**src/rtl/axi_rd_pkg.sv**
```systemverilog
// ----------------------------------------------------------------------------
// axi_rd_pkg
// Shared definitions for the AXI4 burst read master:
//   - rd_state_e         : controller state encoding
//   - AXI_BURST_INCR     : ARBURST encoding for incrementing bursts
//   - AXI_RESP_*         : RRESP encodings
//   - AXI_ARPROT_DEFAULT : privileged, non-secure, instruction access
//   - resp_is_err()      : true for SLVERR/DECERR
// ----------------------------------------------------------------------------
package axi_rd_pkg;

  typedef enum logic [2:0] {
    ST_IDLE  = 3'd0,
    ST_ADDR  = 3'd1,
    ST_DATA  = 3'd2,
    ST_RESP  = 3'd3,
    ST_DRAIN = 3'd4
  } rd_state_e;

  localparam logic [1:0] AXI_BURST_INCR     = 2'b01;
  localparam logic [1:0] AXI_RESP_OKAY      = 2'b00;
  localparam logic [1:0] AXI_RESP_EXOKAY    = 2'b01;
  localparam logic [1:0] AXI_RESP_SLVERR    = 2'b10;
  localparam logic [1:0] AXI_RESP_DECERR    = 2'b11;
  localparam logic [2:0] AXI_ARPROT_DEFAULT = 3'b111;

  // SLVERR and DECERR both have the MSB set; OKAY/EXOKAY do not.
  function automatic logic resp_is_err(input logic [1:0] rresp);
    return rresp[1];
  endfunction

endpackage

```
**src/rtl/axi_rd_linebuf.sv**
```systemverilog
// ----------------------------------------------------------------------------
// axi_rd_linebuf
// Line buffer of DEPTH entries x DW bits with synchronous clear, one indexed
// write port and a flat read of the whole line.
// Ports:
//   ACLK, ARESETn : clock, synchronous active-low reset (clears all entries)
//   clr           : clear every entry to zero
//   wr_en/wr_idx/wr_data : write one entry
//   rd_line       : entry i at bits [i*DW +: DW]
// The whole line is read at once, so entries are plain registers rather than
// a RAM array.
// ----------------------------------------------------------------------------
module axi_rd_linebuf #(
  parameter int unsigned DW    = 64,
  parameter int unsigned DEPTH = 8,
  parameter int unsigned IW    = $clog2(DEPTH)
) (
  input  logic                  ACLK,
  input  logic                  ARESETn,
  input  logic                  clr,
  input  logic                  wr_en,
  input  logic [IW-1:0]         wr_idx,
  input  logic [DW-1:0]         wr_data,
  output logic [DW*DEPTH-1:0]   rd_line
);

  genvar gi;
  generate
    for (gi = 0; gi < DEPTH; gi++) begin : g_entry
      logic [DW-1:0] entry_reg;

      always_ff @(posedge ACLK) begin
        if (!ARESETn || clr) begin
          entry_reg <= '0;
        end else if (wr_en && (wr_idx == IW'(gi))) begin
          entry_reg <= wr_data;
        end
      end

      assign rd_line[gi*DW +: DW] = entry_reg;
    end
  endgenerate

endmodule

```
**src/rtl/axi_burst_rd_master.sv**
```systemverilog
// ----------------------------------------------------------------------------
// axi_burst_rd_master
// AXI4 read master: one INCR burst per request, beats gathered into a line
// buffer, whole line returned with an error flag.
// Ports:
//   ACLK, ARESETn             : clock, synchronous active-low reset
//   req_valid/req_ready       : request handshake; req_addr, req_len (beats-1)
//   resp_valid/resp_ready     : line handshake; resp_line, resp_err
//   AR* / R*                  : AXI4 read address and read data channels
// Optional feature: define RD_TIMEOUT_EN to add a watchdog. A stalled burst is
// then reported with resp_err=1 after TIMEOUT idle cycles in DATA, and the
// remaining beats are drained (DRAIN state) before a new request is taken.
// Without it a stalled slave stalls the master indefinitely.
// ----------------------------------------------------------------------------
module axi_burst_rd_master
  import axi_rd_pkg::*;
#(
  parameter int unsigned AW        = 32,
  parameter int unsigned DW        = 64,
  parameter int unsigned MAX_BEATS = 8,
  parameter int unsigned TIMEOUT   = 1024
) (
  input  logic                         ACLK,
  input  logic                         ARESETn,
  input  logic                         req_valid,
  output logic                         req_ready,
  input  logic [AW-1:0]                req_addr,
  input  logic [$clog2(MAX_BEATS)-1:0] req_len,
  output logic                         resp_valid,
  input  logic                         resp_ready,
  output logic [DW*MAX_BEATS-1:0]      resp_line,
  output logic                         resp_err,
  output logic                         ARVALID,
  input  logic                         ARREADY,
  output logic [AW-1:0]                ARADDR,
  output logic [7:0]                   ARLEN,
  output logic [2:0]                   ARSIZE,
  output logic [1:0]                   ARBURST,
  output logic [2:0]                   ARPROT,
  input  logic                         RVALID,
  output logic                         RREADY,
  input  logic [DW-1:0]                RDATA,
  input  logic [1:0]                   RRESP,
  input  logic                         RLAST
);

  localparam int unsigned LW         = $clog2(MAX_BEATS);
  // Nine bits so that over-long bursts (up to 256 beats) never wrap back
  // into the valid index range; saturates beyond that.
  localparam int unsigned CW         = 9;
  localparam int unsigned ARSIZE_VAL = $clog2(DW/8);

  rd_state_e        state_reg, state_next;
  logic [AW-1:0]    addr_reg, addr_next;
  logic [LW-1:0]    len_reg, len_next;
  logic [CW-1:0]    beat_cnt_reg, beat_cnt_next;
  logic             err_reg, err_next;
  logic             buf_clr;
  logic             buf_we;

`ifdef RD_TIMEOUT_EN
  localparam int unsigned TW = $clog2(TIMEOUT + 1);
  logic [TW-1:0]    timer_reg, timer_next;
  logic             drain_reg, drain_next;
`else
  logic [31:0]      unused_timeout;
  assign unused_timeout = TIMEOUT;
`endif

  logic unused_rresp_lsb;
  assign unused_rresp_lsb = RRESP[0];

  // All AXI and handshake outputs come straight from registers.
  assign req_ready  = (state_reg == ST_IDLE);
  assign ARVALID    = (state_reg == ST_ADDR);
  assign RREADY     = (state_reg == ST_DATA) || (state_reg == ST_DRAIN);
  assign resp_valid = (state_reg == ST_RESP);
  assign resp_err   = err_reg;
  assign ARADDR     = addr_reg;
  assign ARLEN      = 8'(len_reg);
  assign ARSIZE     = 3'(ARSIZE_VAL);
  assign ARBURST    = AXI_BURST_INCR;
  assign ARPROT     = AXI_ARPROT_DEFAULT;

  always_ff @(posedge ACLK) begin
    if (!ARESETn) begin
      state_reg <= ST_IDLE;
    end else begin
      state_reg <= state_next;
    end
  end

  always_ff @(posedge ACLK) begin
    if (!ARESETn) begin
      addr_reg     <= '0;
      len_reg      <= '0;
      beat_cnt_reg <= '0;
      err_reg      <= 1'b0;
`ifdef RD_TIMEOUT_EN
      timer_reg    <= '0;
      drain_reg    <= 1'b0;
`endif
    end else begin
      addr_reg     <= addr_next;
      len_reg      <= len_next;
      beat_cnt_reg <= beat_cnt_next;
      err_reg      <= err_next;
`ifdef RD_TIMEOUT_EN
      timer_reg    <= timer_next;
      drain_reg    <= drain_next;
`endif
    end
  end

  always_comb begin
    state_next    = state_reg;
    addr_next     = addr_reg;
    len_next      = len_reg;
    beat_cnt_next = beat_cnt_reg;
    err_next      = err_reg;
    buf_clr       = 1'b0;
    buf_we        = 1'b0;
`ifdef RD_TIMEOUT_EN
    drain_next    = drain_reg;
`endif

    case (state_reg)
      ST_IDLE: begin
        if (req_valid) begin
          addr_next     = req_addr;
          len_next      = req_len;
          beat_cnt_next = '0;
          err_next      = 1'b0;
          buf_clr       = 1'b1;
          state_next    = ST_ADDR;
        end
      end

      ST_ADDR: begin
        if (ARREADY) begin
          state_next = ST_DATA;
        end
      end

      ST_DATA: begin
        if (RVALID) begin
          // Beats past the requested length are consumed but not stored.
          buf_we = (beat_cnt_reg <= CW'(len_reg));
          if (beat_cnt_reg != {CW{1'b1}}) begin
            beat_cnt_next = beat_cnt_reg + 1'b1;
          end
          if (resp_is_err(RRESP)) begin
            err_next = 1'b1;
          end
          if (RLAST) begin
            if (beat_cnt_reg != CW'(len_reg)) begin
              err_next = 1'b1;
            end
            state_next = ST_RESP;
          end
        end
`ifdef RD_TIMEOUT_EN
        else if (timer_reg == TW'(TIMEOUT)) begin
          err_next   = 1'b1;
          drain_next = 1'b1;
          state_next = ST_RESP;
        end
`endif
      end

      ST_RESP: begin
        if (resp_ready) begin
`ifdef RD_TIMEOUT_EN
          state_next = drain_reg ? ST_DRAIN : ST_IDLE;
          drain_next = 1'b0;
`else
          state_next = ST_IDLE;
`endif
        end
      end

`ifdef RD_TIMEOUT_EN
      ST_DRAIN: begin
        if (RVALID && RLAST) begin
          state_next = ST_IDLE;
        end
      end
`endif

      default: begin
        state_next = ST_IDLE;
      end
    endcase
  end

`ifdef RD_TIMEOUT_EN
  // Idle-cycle watchdog: counts while waiting on AR or R, restarts on every
  // handshake, saturates at TIMEOUT (in ADDR the AR simply stays up).
  always_comb begin
    timer_next = '0;
    if ((state_reg == ST_ADDR) || (state_reg == ST_DATA)) begin
      if ((ARVALID && ARREADY) || (RREADY && RVALID)) begin
        timer_next = '0;
      end else if (timer_reg != TW'(TIMEOUT)) begin
        timer_next = timer_reg + 1'b1;
      end else begin
        timer_next = timer_reg;
      end
    end
  end
`endif

  axi_rd_linebuf #(
    .DW    (DW),
    .DEPTH (MAX_BEATS),
    .IW    (LW)
  ) u_linebuf (
    .ACLK    (ACLK),
    .ARESETn (ARESETn),
    .clr     (buf_clr),
    .wr_en   (buf_we),
    .wr_idx  (beat_cnt_reg[LW-1:0]),
    .wr_data (RDATA),
    .rd_line (resp_line)
  );

endmodule

```
**config.mk**
```make
export PLATFORM = sky130hd
export DESIGN_NAME = axi_burst_rd_master
export DESIGN_NICKNAME = d
export VERILOG_FILES = /design/src/rtl/axi_rd_pkg.sv /design/src/rtl/axi_rd_linebuf.sv /design/src/rtl/axi_burst_rd_master.sv
export SDC_FILE = /design/constraint.sdc
export NUM_CORES = 1
export LEC_CHECK = 0
export BUFFER_PORTS_ARGS = -buffer_cell sky130_fd_sc_hd__buf_2
export CAP_MARGIN = 40
export CELL_PAD_IN_SITES_DETAIL_PLACEMENT = 0
export CELL_PAD_IN_SITES_GLOBAL_PLACEMENT = 2
export CORE_AREA = 2 2 263 265
export CTS_BUF_LIST = sky130_fd_sc_hd__clkbuf_4
export DETAILED_ROUTE_END_ITERATION = 6
export DIE_AREA = 0 0 265 267
export PLACE_DENSITY = 0.8
export SYNTH_ARGS = -nofsm -noshare
export SYNTH_HDL_FRONTEND = slang
export SYNTH_SLANG_ARGS = --single-unit
export TNS_END_PERCENT = 50
```
**constraint.sdc**
```tcl
create_clock -name ACLK -period 4.65 [get_ports ACLK]
set_input_delay 0.93 -clock ACLK [delete_from_list [all_inputs] [get_ports ACLK]]
set_output_delay 0.93 -clock ACLK [all_outputs]
set_load 0.01 [all_outputs]
```
Yosys cells after proc, flatten, opt, wreduce, memory -nomap -nowiden
Index checks and enable logic that the tools add are counted.
Operators by class
  multiplexer cells: 20
  reductions and logical operators: 18
  equal/unequal tests: 19
  add/sub/neg operators: 1
  $lt $le $gt $ge: 1
Operators with widths (number)
  $mux W9: 3
  $pmux W9 S2: 1
  $eq A3 B3 Y1 const B: 5
  $mux W3: 5
  $eq A3 B2 Y1 const B: 4
  $pmux W3 S4: 1
  $add A9 B1 Y9 const B: 1
  $le A9 B3 Y1: 1
  $mux W1: 9
  $ne A9 B3 Y1: 1
  $ne A9 B9 Y1 const B: 1
  $logic_and A1 B1 Y1: 8
  $eq A3 B1 Y1 const B: 2
  $logic_not A3 Y1: 2
  $ne A2 B1 Y1 const B: 3
  $ne A2 B2 Y1 const B: 3
  $reduce_and A5 Y1: 1
  $reduce_and A4 Y1: 1
  $reduce_and A3 Y1: 1
  $logic_or A1 B1 Y1: 2
  $pmux W1 S2: 1
  $reduce_and A2 Y1: 1
  $reduce_bool A2 Y1: 1
  $logic_not A1 Y1: 1
Word-level totals
  logic and storage cells: 72
  register bits after elaboration: 560
  output and inout bits: 565
  input bits: 108

Longest topological paths before layout
  word-level depth: 5
  mapped depth: 9

Hierarchy
A second synthesis with hierarchy kept.
Unflattened totals
  cell total of the unflattened synthesis: 2061
  area, all modules: 22798.1 sq um
By module, submodules not included
  axi_rd_linebuf: area an instance 20619.8 sq um, cells an instance 1798, instances 1
  axi_burst_rd_master: area an instance 2178.3 sq um, cells an instance 263, instances 1

Worst setup path after synthesis
OpenSTA, ideal clock, no wires.
  path kind: input to register
  start: input port req_valid
  end: register u_linebuf.g_entry[0].entry_reg[35]
  setup time: 72 ps
  stages: 7
  setup slack: 2341 ps
  data arrival time: 2237 ps
  required time: 4578 ps
  cell sequence: nand2_1 -> and2_1 -> clkbuf_1 -> clkbuf_1 -> buf_2 -> nand2_1 -> mux2i_1
Between the ends
  longest elaborated chain between the ends: 3
Ends and longest elaborated chain
  start, declared: RTL line axi_burst_rd_master.sv:25  | input logic req_valid,
  $mux W1: RTL line axi_burst_rd_master.sv:129  | if (req_valid) begin
  $mux W1: RTL line axi_burst_rd_master.sv:127  | case (state_reg)
  $logic_or A1 B1 Y1: RTL line axi_rd_linebuf.sv:33  | if (!ARESETn || clr) begin
  end signal, assigned: RTL line axi_rd_linebuf.sv:36  | entry_reg <= wr_data;
  end, declared: RTL line axi_rd_linebuf.sv:30  | logic [DW-1:0] entry_reg;
No other way between the ends.
A chain may end at the register's enable or synchronous reset.

Final worst setup path
  start: register state_reg[0]
  end: output port RREADY
Between the ends
  longest elaborated chain between the ends: 2
  elaborated cells on any way between the ends: 3
  those cells by class: eq/ne (2); reduce/logical (1)
Ends and longest elaborated chain
  start, declared: RTL line axi_burst_rd_master.sv:53  | rd_state_e state_reg, state_next;
  start signal, assigned: RTL line axi_burst_rd_master.sv:89  | state_reg <= state_next;
  $eq A3 B2 Y1 / $eq A3 B3 Y1 (equally long branches): RTL line axi_burst_rd_master.sv:76  | assign RREADY = (state_reg == ST_DATA) || (state_reg == ST_DRAIN);
  $logic_or A1 B1 Y1 (*): RTL line axi_burst_rd_master.sv:76
  end, declared: RTL line axi_burst_rd_master.sv:41  | output logic RREADY,
Mark *: on every way between the ends. The rest lies on a longest branch, timed or not.

==> out/qor.txt <==
crit share post-route -> 62.9%
Final ANT Viol Nets -> 0
Post-Syn Area -> 20400 µm²
Max Root-Sink Buffers -> 3
# fillers -> 6957
Post CTS Setup Buffer Count -> 0
num ports -> 673
Int Power -> 7.72 mW
die height -> 267 µm
Switching Fraction -> 29.2%
library cells used by synthesis -> 42
Post-Route WL -> 71.2 mm
share of cells above drive strength 1 -> 34.0%
FF+latch area -> 11200 µm²
CTS clk-pin slew, worst paths -> 0.06 ns
CTS sink cnt -> 559
register area share after synthesis -> 54.8%
Sw Pwr -> 3.18 mW
Seq cells post-synth -> 559
global-route wire length before repair -> 104 mm
area of the multi-input gates -> 8540 µm²
RSZ-0062 raised after global routing -> no
IO buf count -> 658
CTS Root Cell -> clkbuf_4
number of H-tree branching levels -> 4
gr usage total -> 19.4%
syn avg cell area -> 10.2 µm²
TritonRoute pass-1 iters -> 5
post_cts resized -> 0
Max Cap Viol -> 0
Row Count -> 96
Fin Setup TNS -> 0 ns
vias -> 17000
Critical Path Fanout Max -> 11
global route overflow -> 0
most frequent cells in the layout -> 658 x buf_2, 651 x nand2_1, 559 x dfxtp_1
post-layout net count -> 2845
Setup-failing EPs final -> 0
area grow syn2layout -> 30.6%
CP Launch Type -> flop
worst vdd ir -> 0.282 mV
Async S/R FF share, synth -> 0%
WS Path Type -> flop to primary output
Cells after Synth -> 1995
combinational share of power -> 12.8%
Final Hold Vio Count -> 0
Final GP Congestion -> 0.812
Core Area -> 68000 µm²
prevailing post-synth register cell -> dfxtp_1
TritonCTS Buffers -> 154
most common library cell in the layout ignoring fill and taps -> buf_2
P per Cell Area -> 409 nW/µm²
number of global-route vias before repair -> 17000
clock network power share -> 41.9%
Worst slew margin -> 39.4%
Worst Hold Class -> input port to flop
Warnings, synthesis -> 0
required time worst endpoint -> 3.72 ns
hpwl dp -> 49.8 mm
Hold Buf Count CTS -> 0
Max Fclk -> 342 MHz
CP Data Arrival Time -> 2.00 ns
WL/cell -> 19.1 µm
status -> complete, no violations
drt via density -> 4.55
max reg flops -> 512
Overall Power -> 10.9 mW
DR DRC count -> 0
largest net degree at the start of global routing -> 100
min Tclk post-route -> 2.93 ns
EDFF count, synth -> 0
Max Slew Vio Count -> 0
Seq pwr share -> 45.3%
setup skew after layout -> 0.0788 ns
LEAKAGE -> 15.0 nW
worst-margin pin slew -> 0.901 ns
die area -> 70800 µm²
Initial Util -> 30.0%
Worst setup EP type -> primary output
DRT iter0 DRCs -> 697
antenna violations before repair -> 3
Chip Width -> 265 µm
clock latency on the worst-skew pair -> 0.95 ns
CTS tree -> yes
==> cells by family after synthesis <==
group	Yosys count	share of synthesized area, %
DFF	559	54.8
other	2	0.0368
AOI/OAI and AO/OA	54	1.98
and+or+nand+nor	689	13.1
adders and majority gates	15	0.920
muxes	516	25.3
buffers and inverters	157	3.70
xor gates and xnor gates	3	0.129
==> area by class of cell <==
| type | count | area share, % |
|---|---|---|
| sequential | 559 | 42.0 |
| multi-input combinational | 1290 | 32.0 |
| timing repair buffer | 705 | 14.1 |
| clock buffer | 238 | 6.70 |
| tap | 882 | 4.14 |
| clock inverter | 38 | 0.887 |
| inverter | 12 | 0.169 |
| antenna | 2 | 0.0188 |
==> synth_stat cells, types with 3 or more instances <==
| master | instances | share of area [%] |
|---|---|---|
| nand2_1 | 651 | 12 |
| dfxtp_1 | 559 | 55 |
| mux2i_1 | 515 | 25 |
| clkbuf_1 | 69 | 1.3 |
| buf_2 | 54 | 1.3 |
| a21boi_1 | 28 | 1.0 |
| buf_4 | 15 | 0.55 |
| ha_1 | 15 | 0.92 |
| inv_1 | 12 | 0.22 |
| a21boi_0 | 8 | 0.29 |
| nor2_1 | 8 | 0.15 |
| nand4_1 | 6 | 0.18 |
| nor2b_1 | 6 | 0.18 |
| nand3_1 | 4 | 0.098 |
| a21oi_1 | 3 | 0.074 |
| a22o_1 | 3 | 0.13 |
| buf_1 | 3 | 0.055 |
| buf_8 | 3 | 0.22 |
| xnor2_1 | 3 | 0.13 |
==> metal layers <==
metal,routed length (µm),vias up,global-route usage [%]
met4,1980,2,7.80
met1,29900,8162,22.8
met5,11,-,0
met3,4660,127,6.22
li1,-,8124,-
met2,34700,543,32.7
==> power groups by stage <==
stage | sequential, mW | combinational [mW] | clock (mW)
floorplan | 5.08 | 0.815 | 0
global placement | 5.04 | 1.38 | 0
detailed placement | 5.05 | 1.41 | 0
CTS | 4.94 | 1.41 | 4.76
global route | 4.95 | 1.53 | 5.03
finish | 4.94 | 1.40 | 4.56
==> critical path, stage by stage (launching register included) <==
cell	delay, ns
dfxtp_1	0.35
inv_1	0.10
ha_1	0.40
buf_2	0.21
==> stage by stage <==
| step | setup slack [ns] | utilization, % | area (µm²) | instances | hold slack [ns] |
|---|---|---|---|---|---|
| after floorplan | 2.34 | - | 20400 | 2006 | 0.464 |
| after global placement | 1.65 | 36.1 | 24500 | 3443 | 0.438 |
| after detailed placement | 1.58 | 36.2 | 24600 | 3448 | 0.443 |
| after CTS | 1.55 | 39.2 | 26600 | 3724 | 0.0386 |
| after global routing | 1.53 | 39.2 | 26700 | 3726 | 0.111 |
| final | 1.72 | 39.2 | 26700 | 3726 | 0.237 |
==> worst paths after layout <==
path                                                                   endpoint                 startpoint  slack [ns]  cells past startpoint
worst max-delay path                                                     RREADY  state_reg[0]$_SDFFE_PN0P_        1.72                      3
worst min-delay path                                    ARADDR[18]$_SDFFE_PN0P_               req_addr[18]        0.24                      3
worst max register to register  u_linebuf.g_entry[0].entry_reg[41]$_SDFFE_PP0P_  state_reg[0]$_SDFFE_PN0P_        1.75                      7
worst min register to register                           ARADDR[6]$_SDFFE_PN0P_     ARADDR[6]$_SDFFE_PN0P_        0.45                      2
Power figures use the tool's default switching activity.
